==> src/rtl/mesi_coherence_ctrl_pkg.sv <==
// Shared encodings and per-command action decode for the MESI set controller.
package mesi_coherence_ctrl_pkg;

    typedef enum logic [3:0] {
        READ         = 4'd0,
        WRITE        = 4'd1,
        L1_READ      = 4'd2,
        SNOOP_INVAL  = 4'd3,
        SNOOPED_RD   = 4'd4,
        SNOOP_WR     = 4'd5,
        SNOOP_RDWITM = 4'd6,
        CLR          = 4'd8,
        PRINT        = 4'd9
    } cmd_t;

    typedef enum logic [1:0] {I = 2'd0, S = 2'd1, E = 2'd2, M = 2'd3} mesi_t;
    typedef enum logic [1:0] {BREAD = 2'd0, BWRITE = 2'd1, BINVAL = 2'd2, BRWIM = 2'd3} bus_op_t;
    typedef enum logic [1:0] {HIT = 2'd0, HITM = 2'd1, NOHIT = 2'd2} snoop_t;
    typedef enum logic [1:0] {GETLINE = 2'd0, SENDLINE = 2'd1, INVALLINE = 2'd2, EVICTLINE = 2'd3} l2l1_t;

    typedef enum logic [2:0] {
        ST_IDLE, ST_EXEC, ST_BUS_WB, ST_BUS_MAIN, ST_UPD, ST_CLR_WALK, ST_CLR_BUS
    } fsm_t;

    // A non-CLR command pushes at most two messages, so three free slots is safe.
    localparam int FIFO_HEADROOM = 3;

    typedef struct packed {
        logic    noop;
        logic    pre_push;
        l2l1_t   pre_msg;
        logic    snp_vld;
        snoop_t  snp_val;
        logic    wb;
        logic    main_vld;
        bus_op_t main_op;
        logic    post_push;
        l2l1_t   post_msg;
        logic    upd_en;
        logic    upd_snp;
        mesi_t   upd_st;
    } plan_t;

    function automatic plan_t decode_plan(input logic [3:0] c, input logic h, input mesi_t st);
        plan_t p;
        p = '0;
        case (c)
            READ, L1_READ: begin
                p.post_push = 1'b1;
                p.post_msg  = SENDLINE;
                if (!h) begin
                    p.pre_push = (st != I);
                    p.pre_msg  = EVICTLINE;
                    p.wb       = (st == M);
                    p.main_vld = 1'b1;
                    p.main_op  = BREAD;
                    p.upd_en   = 1'b1;
                    p.upd_snp  = 1'b1;
                end
            end
            WRITE: begin
                p.upd_en = 1'b1;
                p.upd_st = M;
                if (h) begin
                    p.main_vld = (st == S);
                    p.main_op  = BINVAL;
                end else begin
                    p.pre_push  = (st != I);
                    p.pre_msg   = EVICTLINE;
                    p.wb        = (st == M);
                    p.main_vld  = 1'b1;
                    p.main_op   = BRWIM;
                    p.post_push = 1'b1;
                    p.post_msg  = SENDLINE;
                end
            end
            SNOOP_INVAL: begin
                if (h && st == S) begin
                    p.upd_en    = 1'b1;
                    p.upd_st    = I;
                    p.post_push = 1'b1;
                    p.post_msg  = INVALLINE;
                end
            end
            SNOOPED_RD: begin
                p.snp_vld = 1'b1;
                p.snp_val = NOHIT;
                if (h && st != I) begin
                    p.snp_val  = (st == M) ? HITM : HIT;
                    p.pre_push = (st == M);
                    p.pre_msg  = GETLINE;
                    p.wb       = (st == M);
                    p.upd_en   = 1'b1;
                    p.upd_st   = S;
                end
            end
            SNOOP_WR: begin
                p.snp_vld = 1'b1;
                p.snp_val = NOHIT;
            end
            SNOOP_RDWITM: begin
                p.snp_vld = 1'b1;
                p.snp_val = NOHIT;
                if (h && st != I) begin
                    p.snp_val   = (st == M) ? HITM : HIT;
                    p.pre_push  = (st == M);
                    p.pre_msg   = GETLINE;
                    p.wb        = (st == M);
                    p.post_push = 1'b1;
                    p.post_msg  = (st == M) ? EVICTLINE : INVALLINE;
                    p.upd_en    = 1'b1;
                    p.upd_st    = I;
                end
            end
            default: p.noop = 1'b1;
        endcase
        return p;
    endfunction

endpackage

==> src/rtl/mesi_coherence_ctrl_msg_fifo.sv <==
// Small synchronous show-ahead FIFO carrying L2->L1 messages.
module msg_fifo #(
    parameter int WIDTH = 2,
    parameter int DEPTH = 4,
    localparam int PTR_W = (DEPTH > 1) ? $clog2(DEPTH) : 1,
    localparam int CNT_W = $clog2(DEPTH + 1)
) (
    input  logic             clk,
    input  logic             rst,
    input  logic             push,
    input  logic [WIDTH-1:0] push_data,
    input  logic             pop,
    output logic [WIDTH-1:0] pop_data,
    output logic [CNT_W-1:0] count,
    output logic             full,
    output logic             empty,
    output logic [CNT_W-1:0] free
);
    logic [WIDTH-1:0] mem [DEPTH];
    logic [PTR_W-1:0] wr_ptr_reg;
    logic [PTR_W-1:0] rd_ptr_reg;
    logic [CNT_W-1:0] count_reg;
    logic             do_pop;

    function automatic logic [PTR_W-1:0] ptr_inc(input logic [PTR_W-1:0] p);
        return (p == PTR_W'(DEPTH - 1)) ? '0 : p + PTR_W'(1);
    endfunction

    assign do_pop = pop && !empty;

    always_ff @(posedge clk) begin
        if (push) mem[wr_ptr_reg] <= push_data;
    end

    always_ff @(posedge clk) begin
        if (rst) begin
            wr_ptr_reg <= '0;
            rd_ptr_reg <= '0;
            count_reg  <= '0;
        end else begin
            if (push) wr_ptr_reg <= ptr_inc(wr_ptr_reg);
            if (do_pop) rd_ptr_reg <= ptr_inc(rd_ptr_reg);
            case ({push, do_pop})
                2'b10:   count_reg <= count_reg + CNT_W'(1);
                2'b01:   count_reg <= count_reg - CNT_W'(1);
                default: count_reg <= count_reg;
            endcase
            assert (!(push && full));
        end
    end

    assign count    = count_reg;
    assign empty    = (count_reg == '0);
    assign full     = (count_reg == CNT_W'(DEPTH));
    assign free     = CNT_W'(DEPTH) - count_reg;
    assign pop_data = empty ? '0 : mem[rd_ptr_reg];

endmodule

==> src/rtl/mesi_coherence_ctrl.sv <==
// MESI controller for one L2 set per command: sequences bus ops, snoop replies,
// L2->L1 messages and per-way state updates.
module mesi_coherence_ctrl
    import mesi_coherence_ctrl_pkg::*;
#(
    parameter int WAYS      = 8,
    parameter int MSG_DEPTH = 4,
    localparam int WAY_W    = $clog2(WAYS)
) (
    input  logic              clk,
    input  logic              rst,
    input  logic              cmd_valid,
    output logic              cmd_ready,
    input  logic [3:0]        cmd,
    input  logic              hit,
    input  logic [WAY_W-1:0]  hit_way,
    input  logic [WAY_W-1:0]  victim_way,
    input  logic [2*WAYS-1:0] set_state,
    output logic              bus_valid,
    output logic [1:0]        bus_op,
    input  logic              bus_ack,
    input  logic [1:0]        snoop_result,
    output logic              snoop_out_vld,
    output logic [1:0]        snoop_out,
    output logic              upd_valid,
    output logic [WAY_W-1:0]  upd_way,
    output logic [1:0]        upd_state,
    output logic              msg_valid,
    output logic [1:0]        msg,
    input  logic              msg_ready
);
    localparam int CNT_W = $clog2(MSG_DEPTH + 1);

    fsm_t             state_reg, state_next;
    logic [3:0]       cmd_reg;
    logic             hit_reg;
    logic [WAY_W-1:0] way_reg;
    mesi_t            way_state_reg;
    snoop_t           snp_reg;
    logic [WAY_W-1:0] clr_way_reg, clr_way_next;

    mesi_t            way_state [WAYS];
    mesi_t            clr_st;
    logic             clr_step;
    logic             clr_last;
    logic [WAY_W-1:0] sel_way;
    plan_t            plan;

    logic             push;
    logic [1:0]       push_data;
    logic [CNT_W-1:0] count, free;
    logic             full, empty;

    genvar gi;
    generate
        for (gi = 0; gi < WAYS; gi++) begin : g_way
            assign way_state[gi] = mesi_t'(set_state[2*gi +: 2]);
        end
    endgenerate

    assign sel_way  = hit ? hit_way : victim_way;
    assign clr_st   = way_state[clr_way_reg];
    assign clr_last = (clr_way_reg == WAY_W'(WAYS - 1));
    assign plan     = decode_plan(cmd_reg, hit_reg, way_state_reg);

    msg_fifo #(.WIDTH(2), .DEPTH(MSG_DEPTH)) u_fifo (
        .clk       (clk),
        .rst       (rst),
        .push      (push),
        .push_data (push_data),
        .pop       (msg_ready),
        .pop_data  (msg),
        .count     (count),
        .full      (full),
        .empty     (empty),
        .free      (free)
    );

    assign msg_valid = !empty;

    always_ff @(posedge clk) begin
        if (rst) begin
            state_reg     <= ST_IDLE;
            cmd_reg       <= '0;
            hit_reg       <= 1'b0;
            way_reg       <= '0;
            way_state_reg <= I;
            snp_reg       <= NOHIT;
            clr_way_reg   <= '0;
        end else begin
            state_reg   <= state_next;
            clr_way_reg <= clr_way_next;
            if (state_reg == ST_IDLE && cmd_valid && cmd_ready) begin
                cmd_reg       <= cmd;
                hit_reg       <= hit;
                way_reg       <= sel_way;
                way_state_reg <= way_state[sel_way];
            end
            // An undefined snoop encoding from the bus counts as no other holder.
            if (state_reg == ST_BUS_MAIN && bus_ack)
                snp_reg <= (snoop_result == 2'b11) ? NOHIT : snoop_t'(snoop_result);
            assert ({1'b0, count} + {1'b0, free} == (CNT_W + 1)'(MSG_DEPTH));
        end
    end

    always_comb begin
        state_next    = state_reg;
        clr_way_next  = clr_way_reg;
        cmd_ready     = 1'b0;
        bus_valid     = 1'b0;
        bus_op        = 2'b00;
        snoop_out_vld = 1'b0;
        snoop_out     = 2'b00;
        upd_valid     = 1'b0;
        upd_way       = '0;
        upd_state     = 2'b00;
        push          = 1'b0;
        push_data     = 2'b00;
        clr_step      = 1'b0;

        case (state_reg)
            ST_IDLE: begin
                cmd_ready = !rst && (free >= CNT_W'(FIFO_HEADROOM));
                if (cmd_valid && cmd_ready) begin
                    state_next   = (cmd == CLR) ? ST_CLR_WALK : ST_EXEC;
                    clr_way_next = '0;
                end
            end
            ST_EXEC: begin
                snoop_out_vld = plan.snp_vld;
                snoop_out     = plan.snp_val;
                push          = plan.pre_push;
                push_data     = plan.pre_msg;
                if (plan.noop)          state_next = ST_IDLE;
                else if (plan.wb)       state_next = ST_BUS_WB;
                else if (plan.main_vld) state_next = ST_BUS_MAIN;
                else                    state_next = ST_UPD;
            end
            ST_BUS_WB: begin
                bus_valid = 1'b1;
                bus_op    = BWRITE;
                if (bus_ack) state_next = plan.main_vld ? ST_BUS_MAIN : ST_UPD;
            end
            ST_BUS_MAIN: begin
                bus_valid = 1'b1;
                bus_op    = plan.main_op;
                if (bus_ack) state_next = ST_UPD;
            end
            ST_UPD: begin
                push      = plan.post_push;
                push_data = plan.post_msg;
                upd_valid = plan.upd_en;
                upd_way   = way_reg;
                if (plan.upd_snp) upd_state = (snp_reg == NOHIT) ? E : S;
                else              upd_state = plan.upd_st;
                state_next = ST_IDLE;
            end
            ST_CLR_WALK: begin
                // Valid lines need a FIFO slot for EVICTLINE; hold the walk until one frees.
                if (clr_st == I) begin
                    clr_step = 1'b1;
                end else if (!full) begin
                    push      = 1'b1;
                    push_data = EVICTLINE;
                    if (clr_st == M) state_next = ST_CLR_BUS;
                    else             clr_step   = 1'b1;
                end
            end
            ST_CLR_BUS: begin
                bus_valid = 1'b1;
                bus_op    = BWRITE;
                clr_step  = bus_ack;
            end
            default: state_next = ST_IDLE;
        endcase

        if (clr_step) begin
            upd_valid = 1'b1;
            upd_way   = clr_way_reg;
            upd_state = I;
            if (clr_last) begin
                state_next = ST_IDLE;
            end else begin
                clr_way_next = clr_way_reg + WAY_W'(1);
                state_next   = ST_CLR_WALK;
            end
        end
    end

endmodule

==> config.mk <==
export PLATFORM = sky130hd
export DESIGN_NAME = mesi_coherence_ctrl
export DESIGN_NICKNAME = d
export VERILOG_FILES = /design/src/rtl/mesi_coherence_ctrl_pkg.sv /design/src/rtl/mesi_coherence_ctrl_msg_fifo.sv /design/src/rtl/mesi_coherence_ctrl.sv
export SDC_FILE = /design/constraint.sdc
export NUM_CORES = 1
export LEC_CHECK = 0
export ABC_AREA = 1
export CORE_ASPECT_RATIO = 0.75
export CORE_MARGIN = 3
export CORE_UTILIZATION = 52
export CTS_CLUSTER_DIAMETER = 120
export CTS_CLUSTER_SIZE = 25
export DETAILED_ROUTE_END_ITERATION = 12
export HOLD_SLACK_MARGIN = 0.12
export MAX_ROUTING_LAYER = met4
export PLACE_DENSITY = 0.8
export SYNTH_ARGS = -nofsm -noshare
export SYNTH_HDL_FRONTEND = slang
export SYNTH_HIERARCHICAL = 1
export SYNTH_SLANG_ARGS = --single-unit
==> constraint.sdc <==
create_clock -name clk -period 6.29 [get_ports clk]
set_input_delay 0.9435 -clock clk [delete_from_list [all_inputs] [get_ports clk]]
set_output_delay 0.9435 -clock clk [all_outputs]
set_load 0.05 [all_outputs]
# Yosys cells after proc, flatten, opt, wreduce, memory -nomap -nowiden
# Memory sizes are Yosys's and may differ from the RTL's. A register that Yosys moved wholly into a read port is not among the register bits.
# Index checks and enable logic that the tools add are counted.
# totals
ram_bits	8
ff_bits	25
elab_cells	154
inputBits	34
memories	1
# memory_table
memory	depth	word_bits	read_ports	rd_ports_with_merged_regs	write_ports	line	source
u_fifo.mem	4	2	1	1	1	mesi_coherence_ctrl_msg_fifo.sv:19	logic [WIDTH-1:0] mem [DEPTH];
# classes
add_sub_neg	6
eq_ne	31
muxes	78
order_cmp	3
reduce_logical	23
bitwise	2
# ops
operator	n
$mux 3	24
$mux 2	18
$pmux 3 s2	4
$mux 1	18
$pmux 3 s6	1
$eq 3x3->1 const B	5
$ne 3x3->1 const B	5
$eq 2x2->1 const B	7
$bmux 2 s3	2
$eq 4x3->1 const B	3
$mux 4	3
$pmux 3 s4	1
$eq 4x2->1 const B	2
$ge 4x4->1 const B	2
$logic_and 1x1->1	8
$not 3->4	2
$pmux 2 s2	2
$reduce_and 7->1	1
$reduce_or 7->1	1
$add 3x1->3 const B	2
$eq 3x2->1 const B	2
$logic_not 3->1	2
$pmux 1 s3	2
$pmux 2 s3	1
other kinds (18)	25

# Longest topological paths before layout
# depth
ltp_word	11
depth_mapped	20

# Modules after synthesis
# The synthesis kept the hierarchy.
# modules_own_cells
module	area_each_um2	cells_each	instances
mesi_coherence_ctrl	1702.9	298	1
msg_fifo	827.0	92	1

# Least setup slack after synthesis
# No wires, ideal clock.
# synth_timing
path_type	input-to-output
start	input set_state[7]
end	output upd_way[2]
cell_stages	11
required_ns	5.346
n_path_buf	0
t_arrival_ns	2.740
setup_slack_ns	2.606
cell_sequence	inv_1 > nand2_1 > nand3_1 > nand3_1 > nand2_2 > nor2_1 > nor2_2 > nand2_4 > nand2_4 > inv_4 > o21ai_0
# synth_between
elab_chain_cells	9
# synth_lines
element	line	source
from (decl)	mesi_coherence_ctrl.sv:18	input logic [2*WAYS-1:0] set_state,
$bmux 2 s3 *	mesi_coherence_ctrl.sv:62	assign clr_st = way_state[clr_way_reg];
$mux 2 (not written as such) * (2 in series)	mesi_coherence_ctrl.sv:62	
$eq 2x2->1	mesi_coherence_ctrl.sv:165	if (clr_st == M) state_next = ST_CLR_BUS;
$mux 1	mesi_coherence_ctrl.sv:165	
$mux 1	mesi_coherence_ctrl.sv:162	end else if (!full) begin
$mux 1 *	mesi_coherence_ctrl.sv:160	if (clr_st == I) begin
$pmux 1 s2 *	mesi_coherence_ctrl.sv:121	case (state_reg)
$mux 3 *	mesi_coherence_ctrl.sv:177	if (clr_step) begin
to (decl)	mesi_coherence_ctrl.sv:26	output logic [WAY_W-1:0] upd_way,
# Mark *: on every way between the ends. The rest lies on a longest branch, timed or not. The select of a mux whose other input is x is not followed.

# Worst setup path after layout
# layout_timing
start	input set_state[10]
end	output upd_way[2]
# Same word-level chain as after synthesis.

==> qor.yml <==
status:
  status: "finished clean"
setup_path:
  critical_path_class: "primary input to primary output"
  worstReg2RegStart: "u_fifo/count[0]"
  regToRegEndpoint: "way_state_reg[0]"
  critPathLaunchType: "primary input"
  reg2reg_depth: 14
  crit_arrival_ns: 3.16
  r2r_setup_slack_ns: 3.17
  cp_max_fo: 5
  critPathRequiredTime_ns: 5.35
  worst_setup_path_end_kind: "primary output"
  startpoint: "set_state[10]"
  worstSetupEndpoint: "upd_way[2]"
clocking:
  cts-root-buf: "clkbuf_8"
  cts_tree: "done"
  cts_buffers: 5
  cts_post_setup_buffers_inserted: 0
  h-tree-depth: 2
  cts_buffer_depth: 2
  clock_latency_ns: 0.29
  clkSinkCount: 35
  ctsHoldBuffers: 0
  clkTransAtPathRegs_ns: 0.06
  cts_resized: 0
sta:
  report.final.hold_viol_count: 0
  rsz0062_at_grt: "no"
  finalCriticalPeriod_ns: 4.11
  clock.fmax_ghz: 0.243
  worst_slew_pin_slew_ns: 0.858
  drv_slew: 0
  setup_tns_ns: 0
  finClkSkew_ns: 0.00478
  period_share: 0.653
  setup_viol: 0
  slew_headroom: 0.426
route:
  routed_wl_um: 6460
  drc: 0
  num_vias: 2599
  ant_nets: 0
  drtIter0Drc: 212
  wire_per_inst_um: 13.0
  dr.pass1.iters: 5
  avgViaCountPerCell: 5.23
grt:
  grtUsageTotal: 0.244
  overflow: 0
  grt_first_pass_wirelength_um: 10700
  antenna_found_initial: 0
  grt_start_max_net_pins: 15
  grt_pass1_vias: 2338
yosys:
  yosysTopAreaCellShare: 0.214
  ys_seq_elements: 35
  synthesis.nets: 436
  yosysUniqueCellTypes: 36
  yosysTopAreaCell: "dfxtp_1"
  synthCells: 390
  syn_area_sq_um: 2530
  synth_area_per_cell_sq_um: 6.49
  ys_warn_count: 6
  synth.area.top_cells: "dfxtp_1, nand2_1, inv_1"
  synth.yosys.seq_area_share: 0.309
power_and_ir_drop:
  swShare: 0.473
  p_int_mw: 0.564
  powerDensity_nw_per_um2: 343
  power_frac_comb: 0.536
  p_seq_frac: 0.308
  total_power_mw: 1.07
  pwr-share-clk: 0.156
  ir_drop_mv: 0.376
  leakage_nw: 1.45
  switching_power_mw: 0.507
floorplan:
  start_util: 0.553
  fp.dieH_um: 66.4
  coreArea_sq_um: 4570
  dieWidth_um: 86.5
  ios: 50
  rows: 21
  die_area_sq_um: 5750
layout:
  diodes: 0
  fillCellCount: 410
  drive_above_1_share: 0.0659
  fin_cells: 497
  fin_area_sq_um: 3120
  area_delta_synth_final_pct: 23.5
  final_common_cell: "nand2_1"
  largest_register_ff_count: 8
  final_util: 0.683
  finalNetCount: 485
  final_cell_mix: "nand2_1, inv_1, clkdlybuf4s50_1"
flow_run:
  max_cap_viol_count: 0
placed_design:
  port_buffers: 49
  dpl-instance-area_sq_um: 3030
  hpwl_um: 5160
  gp_congestion: 0.937
  place_inst: 489
min_path:
  hold_path.class: "register to register"
[power groups by stage]
stage | clock network [mW] | registers, mW | logic [mW]
floorplan | 0 | 0.320 | 0.421
global placement | 0 | 0.331 | 0.552
detailed placement | 0 | 0.333 | 0.565
CTS | 0.171 | 0.328 | 0.568
global route | 0.181 | 0.335 | 0.643
finish | 0.167 | 0.329 | 0.574
[worst max-delay path: stages]
cell	delay [ns]
clkdlybuf4s50_1	0.41
inv_1	0.08
nand2_1	0.05
nand3_1	0.11
nand3_1	0.08
nand2_1	0.09
nor2_1	0.05
nor2_2	0.12
nand2_4	0.08
nand2_4	0.10
inv_4	0.06
o21ai_0	0.15
clkdlybuf4s50_1	0.83
[layout make-up]
type	instances	area, sq um	share of cell area
flip-flops and latches	35	781	0.250
clock inverters	1	3.75	0.00120
multi-input cells	268	1390	0.444
well taps	57	71.3	0.0228
clock buffers	7	86.3	0.0276
inverters	80	305	0.0977
repair buffers	49	490	0.157
[metal layers]
metal | global-route usage | routed length (um)
met1 | 0.354 | 3230
met5 | - | 0
met2 | 0.344 | 2670
met3 | 0.0436 | 442
met4 | 0.0700 | 125
[stage by stage]
| stage | worst slack (ns) | hold slack, ns |
|---|---|---|
| 2_1_floorplan | 2.61 | 0.429 |
| 3_3_place_gp | 2.18 | 0.445 |
| 3_5_place_dp | 2.19 | 0.454 |
| 4_1_cts | 2.18 | 0.465 |
| 5_1_grt | 1.97 | 0.493 |
| 6_report | 2.18 | 0.464 |
[cells in the mapped netlist]
master / count
nand2_1: 79
inv_1: 74
nor2_1: 45
nand3_1: 34
o21ai_0: 31
dfxtp_1: 27
a21oi_1: 24
ha_1: 11
nand4_1: 9
edfxtp_1: 8
nand2_2: 5
o211ai_1: 4
buf_2: 3
inv_2: 3
nand2_4: 3
o22ai_1: 3
or2_2: 3
inv_4: 2
nand3_2: 2
nor3_2: 2
o21ai_1: 2
o21ai_2: 2
a41oi_1: 1
buf_12: 1
buf_4: 1
buf_6: 1
clkbuf_1: 1
clkinv_1: 1
fa_1: 1
mux2i_1: 1
nand3b_1: 1
nor2_2: 1
nor3_1: 1
nor4_1: 1
o221ai_1: 1
o41ai_1: 1
[logic make-up after synthesis]
kind of cell    share of synthesized area
simple gates                        0.332
buf+inv                             0.143
compound gates                      0.149
flops                               0.309
fa+ha+maj                          0.0623
mux                               0.00396
[worst min path at each step]
stage                           from         end  cells past startpoint  slack, ns
after floorplan           way_reg[0]  way_reg[0]                      2       0.43
after global placement    way_reg[0]  way_reg[0]                      2       0.44
after detailed placement  way_reg[0]  way_reg[0]                      2       0.45
after CTS                 way_reg[0]  way_reg[0]                      2       0.46
after global routing      way_reg[1]  way_reg[1]                      2       0.49
final                     way_reg[1]  way_reg[1]                      2       0.46
No activity file was read; power rests on OpenSTA's default activity.
